File: config.mk
export PLATFORM = sky130hd
export DESIGN_NAME = alu
export DESIGN_NICKNAME = d
export VERILOG_FILES = /design/src/rtl/alu_pkg.sv /design/src/rtl/alu_addsub.sv /design/src/rtl/alu.sv
export SDC_FILE = /design/constraint.sdc
export NUM_CORES = 1
export LEC_CHECK = 0
export ABC_AREA = 1
export CAP_MARGIN = 10
export CORE_MARGIN = 2
export CORE_UTILIZATION = 50
export DETAILED_ROUTE_END_ITERATION = 6
export PLACE_DENSITY = 0.73
export SYNTH_ARGS = -nofsm -noshare
export SYNTH_HDL_FRONTEND = slang
export SYNTH_SLANG_ARGS = --single-unit
File: constraint.sdc
create_clock -name clk -period 0.8 [get_ports clk]
set_input_delay 0.16 -clock clk [delete_from_list [all_inputs] [get_ports clk]]
set_output_delay 0.16 -clock clk [all_outputs]
set_load 0.01 [all_outputs]
File: src/rtl/alu_pkg.sv
// Shared ALU definitions: the 4-bit operation encoding used by the ALU and
// by the control decoder that drives ALUControl.
package alu_pkg;

    localparam int ALU_WIDTH = 32;

    localparam logic [3:0] ALU_ADD  = 4'b0000;
    localparam logic [3:0] ALU_SUB  = 4'b0001;
    localparam logic [3:0] ALU_AND  = 4'b0010;
    localparam logic [3:0] ALU_OR   = 4'b0011;
    localparam logic [3:0] ALU_SLL  = 4'b0100;
    localparam logic [3:0] ALU_SLT  = 4'b0101;
    localparam logic [3:0] ALU_XOR  = 4'b0110;
    localparam logic [3:0] ALU_SRL  = 4'b0111;
    localparam logic [3:0] ALU_SLTU = 4'b1000;
    localparam logic [3:0] ALU_SRA  = 4'b1111;

    // True for every operation that needs the subtractor (SUB and both compares).
    function automatic logic needs_sub(input logic [3:0] op);
        return (op == ALU_SUB) || (op == ALU_SLT) || (op == ALU_SLTU);
    endfunction

endpackage

File: src/rtl/alu_addsub.sv
// Shared 33-bit adder/subtractor. Subtraction is formed as a + ~b + 1 so the
// carry out reads as "no borrow" and the compare ops can reuse it.
module alu_addsub
    import alu_pkg::*;
(
    input  logic [ALU_WIDTH-1:0] a,
    input  logic [ALU_WIDTH-1:0] b,
    input  logic                 sub,
    output logic [ALU_WIDTH-1:0] sum,
    output logic                 carry,
    output logic                 overflow
);

    logic [ALU_WIDTH-1:0] b_eff;
    logic [ALU_WIDTH:0]   wide_sum;

    // Invert B for subtraction, add with carry-in, and derive signed overflow
    // from the operand signs actually fed to the adder.
    always_comb begin
        b_eff    = sub ? ~b : b;
        wide_sum = {1'b0, a} + {1'b0, b_eff} + {{ALU_WIDTH{1'b0}}, sub};
        sum      = wide_sum[ALU_WIDTH-1:0];
        carry    = wide_sum[ALU_WIDTH];
        overflow = (a[ALU_WIDTH-1] == b_eff[ALU_WIDTH-1]) &&
                   (wide_sum[ALU_WIDTH-1] != a[ALU_WIDTH-1]);
    end

endmodule

File: src/rtl/alu.sv
// RV32I ALU: combinational operation select and flag generation, with all
// outputs registered for a one-cycle latency.
module alu
    import alu_pkg::*;
(
    input  logic                 clk,
    input  logic                 rst_n,
    input  logic [ALU_WIDTH-1:0] A,
    input  logic [ALU_WIDTH-1:0] B,
    input  logic [3:0]           ALUControl,
    output logic [ALU_WIDTH-1:0] Result,
    output logic                 Z_flag,
    output logic                 N_flag,
    output logic                 C_flag,
    output logic                 V_flag
);

    logic [ALU_WIDTH-1:0] as_sum;
    logic                 as_carry;
    logic                 as_overflow;
    logic                 do_sub;
    logic [4:0]           shamt;

    logic [ALU_WIDTH-1:0] result_next;
    logic                 c_next;
    logic                 v_next;

    assign do_sub = needs_sub(ALUControl);
    assign shamt  = B[4:0];

    alu_addsub u_addsub (
        .a        (A),
        .b        (B),
        .sub      (do_sub),
        .sum      (as_sum),
        .carry    (as_carry),
        .overflow (as_overflow)
    );

    // Select the result for the current opcode; only ADD/SUB report carry and overflow.
    always_comb begin
        result_next = '0;
        c_next      = 1'b0;
        v_next      = 1'b0;
        case (ALUControl)
            ALU_ADD, ALU_SUB: begin
                result_next = as_sum;
                c_next      = as_carry;
                v_next      = as_overflow;
            end
            ALU_AND:  result_next = A & B;
            ALU_OR:   result_next = A | B;
            ALU_XOR:  result_next = A ^ B;
            ALU_SLL:  result_next = A << shamt;
            ALU_SRL:  result_next = A >> shamt;
            ALU_SRA:  result_next = $unsigned($signed(A) >>> shamt);
            ALU_SLT:  result_next = {{(ALU_WIDTH-1){1'b0}}, as_sum[ALU_WIDTH-1] ^ as_overflow};
            ALU_SLTU: result_next = {{(ALU_WIDTH-1){1'b0}}, ~as_carry};
            default:  result_next = '0;
        endcase
    end

    // Register result and flags every cycle; async reset shows a zero result.
    always_ff @(posedge clk or negedge rst_n) begin
        if (!rst_n) begin
            Result <= '0;
            Z_flag <= 1'b1;
            N_flag <= 1'b0;
            C_flag <= 1'b0;
            V_flag <= 1'b0;
        end else begin
            Result <= result_next;
            Z_flag <= (result_next == '0);
            N_flag <= result_next[ALU_WIDTH-1];
            C_flag <= c_next;
            V_flag <= v_next;
        end
    end

endmodule

==> flow_results.org, run 1 <==
** Yosys
- Netlist Area Pre-Place :: 8969 um^2
- Summed over all instances, the cell type with the most area after synthesis is sky130_fd_sc_hd__nand2_1.
- The Yosys step of the flow raised 0 warnings.
- Synthesis produced 1,644 cells.
- Unique masters post-synth :: 44
- Flip-flop and latch count after synthesis :: 35
- In this run, synthesis inferred 0 flip-flops with an integrated enable.
- In the synthesized netlist the dominant register cell turns out to be sky130_fd_sc_hd__dfrtp_1.
- Post-synth top area share :: 21.60%
- Sequential area share after synthesis :: 9.780%
- In this run the mean area of a mapped cell was 5.455 um^2.
- In the synthesized netlist the async set-or-reset flop fraction comes to 100.0%.
- Largest cells by area after synthesis :: sky130_fd_sc_hd__nand2_1 22%, sky130_fd_sc_hd__nand3_1 16%, sky130_fd_sc_hd__ha_1 13%, sky130_fd_sc_hd__dfrtp_1 9.5%, sky130_fd_sc_hd__inv_1 7.0%
- Synth Net Count :: 1,811

** Clock tree
- Number of buffers created by CTS :: 5
- Cell at the root of the clock tree :: sky130_fd_sc_hd__clkbuf_16
- Level count of the clock H-tree :: 2
- Counting along the longest clock path gives a buffer depth of 2.
- Clock tree synthesis found a total of 35 sinks.
- In this run, post-CTS hold repair placed 0 buffers.

** Place
- Final estimated routing congestion in global placement :: 1.173
- In this run the tool buffered the top-level ports with 105 buffer cells.
- Estimated wirelength of the detail-placed design :: 37,720 um

** Global route
- Maximum number of pins on one net before global-route repair :: 37
- For this run the aggregate overflow at the end of global routing stands at 599.
- Global router's overall resource usage :: 87.30%

** Floorplanning
- Overall die width :: 137.9 um
- Starting density of the core :: 51.49%
- The die is 137.9 um tall.
- Number of rows in the core area :: 48
- 106 I/O pins were placed.

** Timing
- GRT repair_timing worst endpoint :: Z_flag$_DFF_PN1_/D
- Worst EP kind :: register input

** Run status
- Stage reached :: 5_1_grt
- The flow did not finish.
- First error :: [ERROR GRT-0232] Routing congestion too high. Check the congestion heatmap in the GUI.
cell usage after synthesis, types with 2 or more instances:
| library cell | count |
|---|---|
| sky130_fd_sc_hd__a211oi_1 | 4 |
| sky130_fd_sc_hd__o21ai_0 | 61 |
| sky130_fd_sc_hd__inv_1 | 168 |
| sky130_fd_sc_hd__clkinv_1 | 2 |
| sky130_fd_sc_hd__nand2_1 | 516 |
| sky130_fd_sc_hd__buf_1 | 9 |
| sky130_fd_sc_hd__a31oi_1 | 7 |
| sky130_fd_sc_hd__o311ai_0 | 2 |
| sky130_fd_sc_hd__buf_2 | 28 |
| sky130_fd_sc_hd__or2_2 | 5 |
| sky130_fd_sc_hd__o211ai_1 | 26 |
| sky130_fd_sc_hd__ha_1 | 96 |
| sky130_fd_sc_hd__nand3_1 | 286 |
| sky130_fd_sc_hd__or2_1 | 2 |
| sky130_fd_sc_hd__xor2_1 | 32 |
| sky130_fd_sc_hd__a21oi_1 | 70 |
| sky130_fd_sc_hd__inv_2 | 7 |
| sky130_fd_sc_hd__and2_1 | 5 |
| sky130_fd_sc_hd__o2111ai_1 | 3 |
| sky130_fd_sc_hd__a221oi_1 | 8 |
| sky130_fd_sc_hd__nand3b_1 | 10 |
| sky130_fd_sc_hd__nand4_1 | 21 |
| sky130_fd_sc_hd__nor3_1 | 14 |
| sky130_fd_sc_hd__clkbuf_1 | 30 |
| sky130_fd_sc_hd__nor2_1 | 145 |
| sky130_fd_sc_hd__buf_4 | 4 |
| sky130_fd_sc_hd__a21o_1 | 4 |
| sky130_fd_sc_hd__o21bai_1 | 5 |
| sky130_fd_sc_hd__nand2_2 | 2 |
| sky130_fd_sc_hd__dfrtp_1 | 34 |
| sky130_fd_sc_hd__o21ai_1 | 21 |
| sky130_fd_sc_hd__o21a_1 | 5 |
layer usage:
| layer | overflow | GRT usage [%] |
|---|---|---|
| met1 | 12 | 82.74 |
| met2 | 416 | 107.4 |
| met3 | 8 | 70.14 |
| met4 | 162 | 95.63 |
| met5 | 1 | 31.11 |
logic make-up after synthesis:
logic type	after synthesis	synth area share, %
AOI/OAI and AO/OA	223	14.57
adders and majority gates	97	13.62
xor gates and xnor gates	33	3.223
DFF	35	9.780
and+or+nand+nor	1007	47.75
buffers and inverters	249	11.06
repair_timing:
item / CTS
buffers inserted: 42
endpoints found under the setup margin: 71
endpoints found under the hold margin: 0
cloned: 1
gates resized for setup: 360
pin swaps: 94
metrics by stage:
step | cells | TNS (ns) | utilization (%) | worst slack [ns] | cell area [um^2]
2_1_floorplan | 1644 | -41.86 | - | -1.555 | 9230
3_3_place_gp | 2277 | -91.20 | 75.50 | -2.939 | 13150
3_5_place_dp | 2277 | -94.43 | 75.50 | -3.064 | 13150
4_1_cts | 2325 | -63.06 | 81.54 | -1.969 | 14200
==> run 2, diff against run 1 <==
CORE_UTILIZATION = 35   (was 50)
PLACE_DENSITY = not set   (was 0.73)
PLACE_DENSITY_LB_ADDON = 0.15   (was not set)
==> run 2 against run 1 <==
Against the previous run:
- the flow now finishes, with violations (negative setup slack)
- synthesized area is the same
- synthesized cell count is the same
==> flow_results.org, run 2 <==
** Run status
- Outcome :: finished, violations left
- Violations in the final reports :: negative setup slack

** Yosys
- The post-synthesis instance area came to 8969 um^2 (unchanged).
- The fraction of post-synthesis cell area in the top cell type by area is 21.60% (unchanged).
- The fraction of registers with async set or reset after synthesis came to 100.0% (unchanged).
- The commonest cells after synthesis are 516 x sky130_fd_sc_hd__nand2_1, 286 x sky130_fd_sc_hd__nand3_1, 168 x sky130_fd_sc_hd__inv_1, 145 x sky130_fd_sc_hd__nor2_1, 96 x sky130_fd_sc_hd__ha_1.
- The number of instances in the synthesized netlist is 1,644 (unchanged).
- Unique masters post-synth :: 44 (unchanged)
- Sequential area share after synthesis :: 9.780% (unchanged)
- Largest cells by area after synthesis :: sky130_fd_sc_hd__nand2_1 22%, sky130_fd_sc_hd__nand3_1 16%, sky130_fd_sc_hd__ha_1 13%, sky130_fd_sc_hd__dfrtp_1 9.5%, sky130_fd_sc_hd__inv_1 7.0%
- Syn avg cell area :: 5.455 um^2 (unchanged)
- Synth area leader :: sky130_fd_sc_hd__nand2_1
- The synthesized net count is 1,811 (unchanged).
- Number of enable-type register cells in the synthesized netlist :: 0 (unchanged)
- In the synthesized netlist the dominant register cell turns out to be sky130_fd_sc_hd__dfrtp_1.
- The number of warnings printed during yosys synthesis was 0 (unchanged).
- Cell with the most instances after synthesis :: sky130_fd_sc_hd__nand2_1
- Flip-flop and latch count after synthesis :: 35 (unchanged)

** Setup path
- The most numerous cell type found on the critical path is sky130_fd_sc_hd__nor2_2.
- Count of buffering cells on the critical path with inverters included :: 5
- The critical path goes through buf_12, inv_16, nor2_4, nand2_4, nand2_8, buf_4, xor2_1, ha_2, nand2_2, buf_4, inv_1, nand2_2, nor2_2, nand4_1, nand3_2, nand2_1, nand3_2, nand3b_1, nor2_2, nand2_1, nor2_2, nand3_2, nor2_2.
- At the worst endpoint, the required time is 1.02 ns.
- In this run the worst path has a maximum fanout of 6.
- The worst setup path is launched from an input port.
- Category of cells accounting for the largest share of critical-path delay :: simple AND/OR/NAND/NOR gates
- STA classifies the critical path endpoint as a flip-flop.
- The worst setup path is of the in -> reg kind.
- Worst path max stage delay :: 0.39 ns
- Data on the critical path arrives at its endpoint at 3.09 ns.
- Worst path slowest cell :: sky130_fd_sc_hd__ha_2

** Power and ir drop
- For this design the ratio of total power to cell area is 1058 nW/um^2.
- Power comes to 16,370 uW.
- Worst supply voltage drop on vdd :: 1.757 mV
- Static leakage :: 0.008203 uW

** Cells and area
- Commonest non-fill, non-tap cells in the layout :: 448 x sky130_fd_sc_hd__nand2_1, 434 x sky130_fd_sc_hd__buf_4, 251 x sky130_fd_sc_hd__nand3_1
- Relative to the synthesized area, the layout overhead comes to 72.49%.
- Largest reg by FF count :: Result
- Flip-flop count of the largest register after layout :: 31
- Cells with a size suffix above 1 make up 36.44% of the layout.
- Number of diodes added for antenna fixing :: 0
- The library cell used most frequently in the layout, excluding fill and tap cells, is sky130_fd_sc_hd__nand2_1.
- Once layout is complete, the utilization of the core stands at 61.43%.
- Number of nets at the end of the flow :: 2,342

** Clock tree
- Cell at the root of the clock tree :: sky130_fd_sc_hd__clkbuf_16
- The clock buffer count from CTS was 5 (unchanged).
- The deepest level of the CTS H-tree came to 2 (unchanged).
- Clock sink total :: 35 (unchanged)
- TritonCTS built the clock tree.
- CTS clock-pin slew for the worst setup and hold paths :: 0.05 ns
- The maximum clock path buffer count was 2 (unchanged).

** Floorplanning
- The starting density of the core was 35.62% (-16 points).
- The height of the die came to 164.1 um (+19%).
- The horizontal die dimension was 164.1 um (+19%).
- Number of I/O pins :: 106 (unchanged)
- Core outline area :: 25,180 um^2
- The cell row count is 58 (+21%).
- Area of the die :: 26,920 um^2

** Place
- The quantity of I/O buffers inserted on ports was 105 (unchanged).
- The final weighted congestion of routability-driven global placement was 1.047 (-11%).
- Estimated wirelength of the detail-placed design :: 41,090 um (+8.9%)

** Routing
- Summed over all layers, the routed wires come to 49,350 um.
- The routed design uses 3336 um of met3 wire.
- Routed signal wires occupy layers up through met4.
- The detailed router placed 13,355 vias in this run.
- After detailed routing, the number of vias per cell comes to 5.329.
- DRC viols :: 0
- In this run, the number of DRC markers left after iteration 0 of detailed routing was 1,373.
- In this run the remaining antenna-violating nets after routing total 0.
- Met2 WL post-DR :: 21,510 um
- The detailed router put a total of 21,600 um of wire on met1.
- After detailed routing, the average wire length per cell comes to 19.69 um.
- First drt pass iteration count :: 7

** Timing
- In this run the tightest slew margin relative to its limit is 60.16%.
- Setup-failing EPs final :: 71
- Share of the cycle needed by the critical path after routing :: 358.9%
- Setup repair after global routing could not meet its margin everywhere.
- The count of endpoints failing hold in the final timing report came to 0.
- Counting I/O delays and the setup requirement, the final critical path takes 2.871 ns.
- Minimum hold slack :: 0.2505 ns
- Setup slack on the critical path of the routed design comes to -2.071 ns.
- Pins over their slew limit :: 0
- Highest attainable clock frequency :: 348.3 MHz
- Measured slew at the worst slew-check pin :: 0.5914 ns

** Job
- Count of maximum capacitance violations :: 0

** Global route
- The number of antenna violations at the first check in global routing is 0.
- Summed over all layers, the global routing overflow is 0.
- Global routing consumed, over all layers together, 36.09% of the routing resources.
- Maximum number of pins on one net before global-route repair :: 50
- Global-route wire length before repair :: 73,060 um
- Via count of the first global-routing pass :: 12,657

** Worst hold path
- In this run the worst hold path is classified as in -> async.
-- run 2: cell counts after synthesis --
Identical to the previous run, type by type.
-- run 2: report_power, final --
part           internal, uW  total [uW]  switching, uW
registers              1980        2040           65.0
clock network          1470        2160            690
logic                  5550       12200           6630
total                  8990       16400           7390
-- run 2: routing by layer --
metal	track usage [%]	vias up
li1	-	6507
met1	50.18	6135
met2	56.49	601
met4	17.74	0
met3	2.273	112
met5	0	-
-- run 2: final cells by class --
cell class              count  area, um^2
clock buffers               5       125.1
inverters                 177       683.2
fillers                  2472        9712
clock inverters             3       43.79
flip-flops and latches     35       877.1
well taps                 330       412.9
multi-input cells        1360        8327
repair buffers            596        5001
-- run 2: repair_timing --
item | 4_1_cts | 5_1_grt
setup buffers | 40 | 23
setup endpoints to repair | 71 | 71
gates resized for setup | 345 | 163
pin swaps | 73 | 88
hold endpoints to repair | 0 | 0
hold buffers | 0 | 0
-- run 2: logic make-up (layout without fill, tap and decap cells) --
| family | count (synthesis) | count (layout) | share of synthesized area (%) |
|---|---|---|---|
| AOI/OAI and AO/OA | 223 | 223 | 14.57 |
| xor gates and xnor gates | 33 | 33 | 3.223 |
| adders and majority gates | 97 | 97 | 13.62 |
| buffers and inverters | 249 | 781 | 11.06 |
| DFF | 35 | 35 | 9.780 |
| and+or+nand+nor | 1007 | 1007 | 47.75 |
-- run 2: per-stage QoR --
stage	worst slack (ns)	cell area, um^2	cells	setup TNS, ns
finish	-2.071	15470	2506	-62.99
global route	-2.172	15470	2506	-66.90
floorplan	-1.555	9230	1644	-41.86
detailed placement	-3.099	13760	2447	-95.54
global placement	-3.070	13760	2447	-94.13
CTS	-2.127	14710	2489	-64.58
-- run 2: worst max path at each step --
stage                             start                to  slack [ns]  cells after the start
final                     ALUControl[3]  Z_flag$_DFF_PN1_       -2.07                     23
after global routing      ALUControl[3]  Z_flag$_DFF_PN1_       -2.17                     23
after detailed placement  ALUControl[3]  Z_flag$_DFF_PN1_       -3.10                     24
after CTS                 ALUControl[3]  Z_flag$_DFF_PN1_       -2.13                     26
after global placement    ALUControl[3]  Z_flag$_DFF_PN1_       -3.07                     24
after floorplan           ALUControl[3]  Z_flag$_DFF_PN1_       -1.55                     21
No activity file was read; power rests on OpenSTA's default activity.
==> variant 1: new RTL, config.mk and constraints of run 2 <==
Make the reset (`rst_n`) synchronous in one clocked block. Comments in the files are not updated.
--- a/src/rtl/alu.sv
+++ b/src/rtl/alu.sv
@@ -61,7 +61,7 @@
     end
 
     // Register result and flags every cycle; async reset shows a zero result.
-    always_ff @(posedge clk or negedge rst_n) begin
+    always_ff @(posedge clk) begin
         if (!rst_n) begin
             Result <= '0;
             Z_flag <= 1'b1;
Behaviour: differs if rst_n is asserted again (counterexample within 4 cycles, from zero or initial values and one cycle with rst_n low); with rst_n held inactive, the same outputs for 10 cycles.
==> variant 1 against run 2 <==
The run still ends with setup timing left. Clock power barely moved. Core utilization rose by 3.0 points. Global-route usage barely moved. Synthesized area rose by 1.0%. Final area rose by 5.6%. Wire length rose by 2.6%. Total power rose by 4.8%. Sequential cell count did not move. Worst setup slack improved by 0.11 ns. Die area rose by 1.0%. Via count rose by 1.9%.
==> variant 1: results (changes against run 2) <==
DETAILED ROUTING
------------------------------------------------------------------------------
Per-cell routed wire length                                            20.1 um   was 19.7 um
Number of vias after detailed routing                                    13600   was 13400
Drt initial violations                                                    1337   was 1373

HOLD PATH
------------------------------------------------------------------------------
Worst hold-check path type                                        primary input to flip-flop   was primary input to async pin

LAYOUT
------------------------------------------------------------------------------
Count of fill cells added during filler insertion                         2336   was 2472
Final #Nets                                                               2362   was 2342

PLACEMENT
------------------------------------------------------------------------------
Routability congestion estimate from global placement                     1.03   was 1.05

STATUS
------------------------------------------------------------------------------
Run status                                                        finished, violations left   unchanged
Violated checks                                                   setup timing   unchanged

SYNTHESIS
------------------------------------------------------------------------------
Post-synthesis async set-or-reset flop share                                 0   was 1.00
Number of different library cells in the post-synthesis netlist             55   was 44
Dominant cells by area after synthesis                            sky130_fd_sc_hd__nand2_1 (20%), sky130_fd_sc_hd__nand3_1 (17%), sky130_fd_sc_hd__ha_1 (13%)   was sky130_fd_sc_hd__nand2_1 (22%), sky130_fd_sc_hd__nand3_1 (16%), sky130_fd_sc_hd__ha_1 (13%)
Post-synth net total                                                      1821   was 1811
Post-synthesis sequential area ratio                                    0.0773   was 0.0978
Main flop type after synthesis                                    sky130_fd_sc_hd__dfxtp_1   was sky130_fd_sc_hd__dfrtp_1
Most frequent cells after synthesis                               sky130_fd_sc_hd__nand2_1 (483), sky130_fd_sc_hd__nand3_1 (306), sky130_fd_sc_hd__inv_1 (157), sky130_fd_sc_hd__nor2_1 (148), sky130_fd_sc_hd__ha_1 (96)   was sky130_fd_sc_hd__nand2_1 (516), sky130_fd_sc_hd__nand3_1 (286), sky130_fd_sc_hd__inv_1 (168), sky130_fd_sc_hd__nor2_1 (145), sky130_fd_sc_hd__ha_1 (96)

TIMING
------------------------------------------------------------------------------
Tightest Pin Transition                                               0.695 ns   was 0.591 ns
Final total negative setup slack                                     -58.44 ns   was -62.99 ns
# setup viols final                                                         71   unchanged
Post-route worst setup slack                                          -1.96 ns   was -2.07 ns

CRITICAL PATH
------------------------------------------------------------------------------
Worst path max stage delay                                             0.30 ns   was 0.39 ns
Crit path max fanout                                                         7   was 6
Arr. time, crit path                                                   2.98 ns   was 3.09 ns

GLOBAL ROUTING
------------------------------------------------------------------------------
Number of global-route vias before repair                                12800   was 12700
Largest net degree at the start of global routing                           48   was 50

PWR
------------------------------------------------------------------------------
Maximum ir drop on the vdd rail                                      0.00157 V   was 0.00176 V
Static Leakage                                                         8.41 nW   was 8.20 nW

variant 1: cell families after synthesis:
| family | count (synthesis) | share of synthesized area |
|---|---|---|
| mux | 2 | 0.00221 |
| simple gates | 1030 | 0.500 |
| flops | 35 | 0.0773 |
| buf+inv | 244 | 0.113 |
| fa+ha+maj | 97 | 0.135 |
| xor+xnor | 32 | 0.0309 |
| compound gates | 214 | 0.142 |
variant 1: metal layers:
metal  share of wire  GRT usage
met5               0          0
met4           0.050      0.141
met3           0.059     0.0256
met2            0.45      0.586
met1            0.44      0.496
variant 1: path summary, 6_finish.rpt:
check | from | endpoint
hold / removal | ALUControl[0] | Result[0]
setup / recovery | ALUControl[0] | Z_flag
variant 1: report_power, final:
| group | switching (W) | total [W] | internal (W) |
|---|---|---|---|
| combinational | 0.00714 | 0.0131 | 0.00594 |
| clock | 0.000696 | 0.00216 | 0.00147 |
| sequential | 0.0000387 | 0.00192 | 0.00188 |
| total | 0.00788 | 0.0172 | 0.00928 |
variant 1: final cells by class:
cell class / instances / area share
Clock inverter: 3 / 0.00268
Sequential cell: 35 / 0.0439
Clock buffer: 5 / 0.00766
Timing Repair Buffer: 609 / 0.320
Tap cell: 330 / 0.0253
Inverter: 169 / 0.0402
Multi-Input combinational cell: 1375 / 0.560
variant 1: repair_timing:
action,CTS,global route
resized for setup,417,270
setup endpoints to repair,71,71
gates cloned,3,0
setup buffers,52,32
pin swaps,98,112
hold buffers,0,0
variant 1: worst max-delay path, delay by kind of cell:
family,cells,cell delay [ns]
xor+xnor,1,0.15
compound gates,3,0.47
buf+inv,5,0.73
simple gates,13,1.16
fa+ha+maj,1,0.30
variant 1: metrics by stage:
stage,std cells,setup slack (ns),instance area [um^2],hold slack (ns)
3_3_place_gp,2456,-2.99,13800,0.894
2_1_floorplan,1654,-1.59,9300,0.258
4_1_cts,2506,-2.02,15100,0.553
3_5_place_dp,2456,-3.04,13800,0.897
5_1_grt,2526,-2.09,16300,0.506
6_report,2526,-1.96,16300,0.504
==> variant 2: new RTL, settings of run 2 <==
Made on the original files. The package constant `ALU_WIDTH` goes from 32 to 64.
--- a/src/rtl/alu_pkg.sv
+++ b/src/rtl/alu_pkg.sv
@@ -2,7 +2,7 @@
 // by the control decoder that drives ALUControl.
 package alu_pkg;
 
-    localparam int ALU_WIDTH = 32;
+    localparam int ALU_WIDTH = 64;
 
     localparam logic [3:0] ALU_ADD  = 4'b0000;
     localparam logic [3:0] ALU_SUB  = 4'b0001;
Interface: changed (resized A, B and Result); port bits go from 106 to 202. The function was not compared with the original's and may differ.
==> variant 2 against run 2 <==
The run ends with DRC, setup timing left. Total power grew 130%. Core utilization grew 1.7 points. Wire length grew 150%. Synthesized area grew 110%. Highest routed layer is now met5. Final area grew 120%. Sequential cell count grew 32. Worst setup slack lost 0.28 ns. First-iteration DRC count grew to 2.5 times the old value. Via count grew 120%. Final cell count grew 110%. Sequential power grew 94%.
==> variant 2: results (changes against run 2) <==
STATUS
------------------------------------------------------------------------------
Run status                                                        finished, violations left   unchanged
Violated checks                                                   DRC, setup timing   was setup timing

LAYOUT
------------------------------------------------------------------------------
Final #Nets                                                               4935   was 2342
Count of fill cells added during filler insertion                         5041   was 2472
Final Instance Count excl. Fillers                                        5309   was 2506

DETAILED ROUTING
------------------------------------------------------------------------------
Via-per-instance ratio                                                    5.53   was 5.33
Final routed wirelength across all metal layers                         122 mm   was 49.3 mm
Drt initial violations                                                    3442   was 1373
Drt drc                                                                      4   was 0

CRITICAL PATH
------------------------------------------------------------------------------
Worst path max stage delay                                             0.32 ns   was 0.39 ns
Crit path max fanout                                                         8   was 6
Standard cell with the maximum stage delay on the critical path   sky130_fd_sc_hd__ha_1   was sky130_fd_sc_hd__ha_2

PLACEMENT
------------------------------------------------------------------------------
DP HPWL                                                                99.8 mm   was 41.1 mm
Routability congestion estimate from global placement                     1.09   was 1.05
Count of buffers inserted at the top-level ports                           201   was 105
Setup WS pre-CTS                                                      -3.82 ns   was -3.10 ns
Placed inst area                                                   0.0291 mm^2   was 0.0138 mm^2

CTS
------------------------------------------------------------------------------
CTS Buf Count                                                                9   was 5
Deepest level of the CTS H-tree                                              3   was 2

PWR
------------------------------------------------------------------------------
Maximum ir drop on the vdd rail                                      0.00115 V   was 0.00176 V
Cell-internal power                                                   0.0199 W   was 0.00899 W
Static Leakage                                                         17.5 nW   was 8.20 nW

SYNTHESIS
------------------------------------------------------------------------------
Cell area after synthesis                                          0.0189 mm^2   was 0.00897 mm^2
Post-synthesis sequential area ratio                                    0.0889   was 0.0978
Mux contribution to synthesized area                                   0.00424   was 0
Post-Synthesis Mean Instance Area                                    5.46 um^2   about the same
Number of different library cells in the post-synthesis netlist             54   was 44
Dominant cells by area after synthesis                            sky130_fd_sc_hd__nand2_1 (20%), sky130_fd_sc_hd__nand3_1 (14%), sky130_fd_sc_hd__ha_1 (13%)   was sky130_fd_sc_hd__nand2_1 (22%), sky130_fd_sc_hd__nand3_1 (16%), sky130_fd_sc_hd__ha_1 (13%)
Synth Area in Adders                                                     0.128   was 0.136
Post-synth net total                                                      3783   was 1811
Xor/xnor share of the synthesized area                                  0.0302   was 0.0322
Post-synthesis compound-gate area fraction                               0.183   was 0.146

TIMING
------------------------------------------------------------------------------
Final total negative setup slack                                    -135.15 ns   was -62.99 ns
# setup viols final                                                        135   was 71
Tightest Pin Transition                                               0.703 ns   was 0.591 ns
Post-route worst setup slack                                          -2.35 ns   was -2.07 ns

GLOBAL ROUTING
------------------------------------------------------------------------------
Largest net degree at the start of global routing                           84   was 50
Number of global-route vias before repair                                27300   was 12700
Wire length of the first global-routing pass                            172 mm   was 73.1 mm
Overall global routing resource usage                                    0.414   was 0.361

[variant 2: per-layer routing]
| layer | part of all wire | global-route usage |
|---|---|---|
| met2 | 0.43 | 0.647 |
| met3 | 0.10 | 0.0796 |
| met5 | 0.00013 | 0 |
| met1 | 0.42 | 0.566 |
| met4 | 0.041 | 0.144 |
[variant 2: final timing paths]
check	to	slack [ns]
setup / recovery	Z_flag	-2.35
hold / removal	Result[31]	0.18
max in group asynchronous	Result[45]	0.20
min in group clk	Result[0]	0.63
[variant 2: kinds of logic (layout without fill, tap and decap cells)]
group / count (synthesis) / count (layout)
multiplexers: 8 / 8
buffers and inverters: 568 / 1724
AND/OR/NAND/NOR: 1963 / 1964
XOR/XNOR: 65 / 65
adder cells (fa/ha/maj): 193 / 193
flip-flops: 67 / 67
AO/OA/AOI/OAI: 592 / 592
[variant 2: cell type report]
class                      count  area (um^2)  share of cell area
clock buffer                   9          225             0.00666
clock inverter                 7          124             0.00366
inverter                     407         1560              0.0460
multi-input combinational   2822        18400               0.545
sequential                    67         1680              0.0496
tap                          696          871              0.0257
timing repair buffer        1301        10900               0.324
[variant 2: critical path, delay by kind of cell]
kind | cells | cell delay (ns)
XOR/XNOR | 1 | 0.18
buffers and inverters | 4 | 0.59
AND/OR/NAND/NOR | 14 | 1.75
AO/OA/AOI/OAI | 3 | 0.43
adder cells (fa/ha/maj) | 1 | 0.32
[variant 2: power groups by stage]
stage | Clock, W | Combinational (W) | Sequential, W
4_1_cts | 0.00504 | 0.0262 | 0.00394
2_1_floorplan | 0 | 0.0102 | 0.00423
5_1_grt | 0.00518 | 0.0308 | 0.00398
3_3_place_gp | 0 | 0.0227 | 0.00399
6_report | 0.00499 | 0.0293 | 0.00395
3_5_place_dp | 0 | 0.0227 | 0.00400
[variant 2: timing repair]
action / 4_1_cts / 5_1_grt
cloned: 2 / 0
pin swaps: 191 / 166
hold buffers: 1 / 0
setup buffers: 102 / 47
resized for setup: 882 / 314
endpoints found under the setup margin: 135 / 135
hold endpoints to repair: 67 / 0
[variant 2: through the flow]
stage	total power, W	util
CTS	0.0352	0.601
detailed placement	0.0267	0.543
finish	0.0382	0.631
global placement	0.0267	0.543
floorplan	0.0144	-
global route	0.0399	0.631
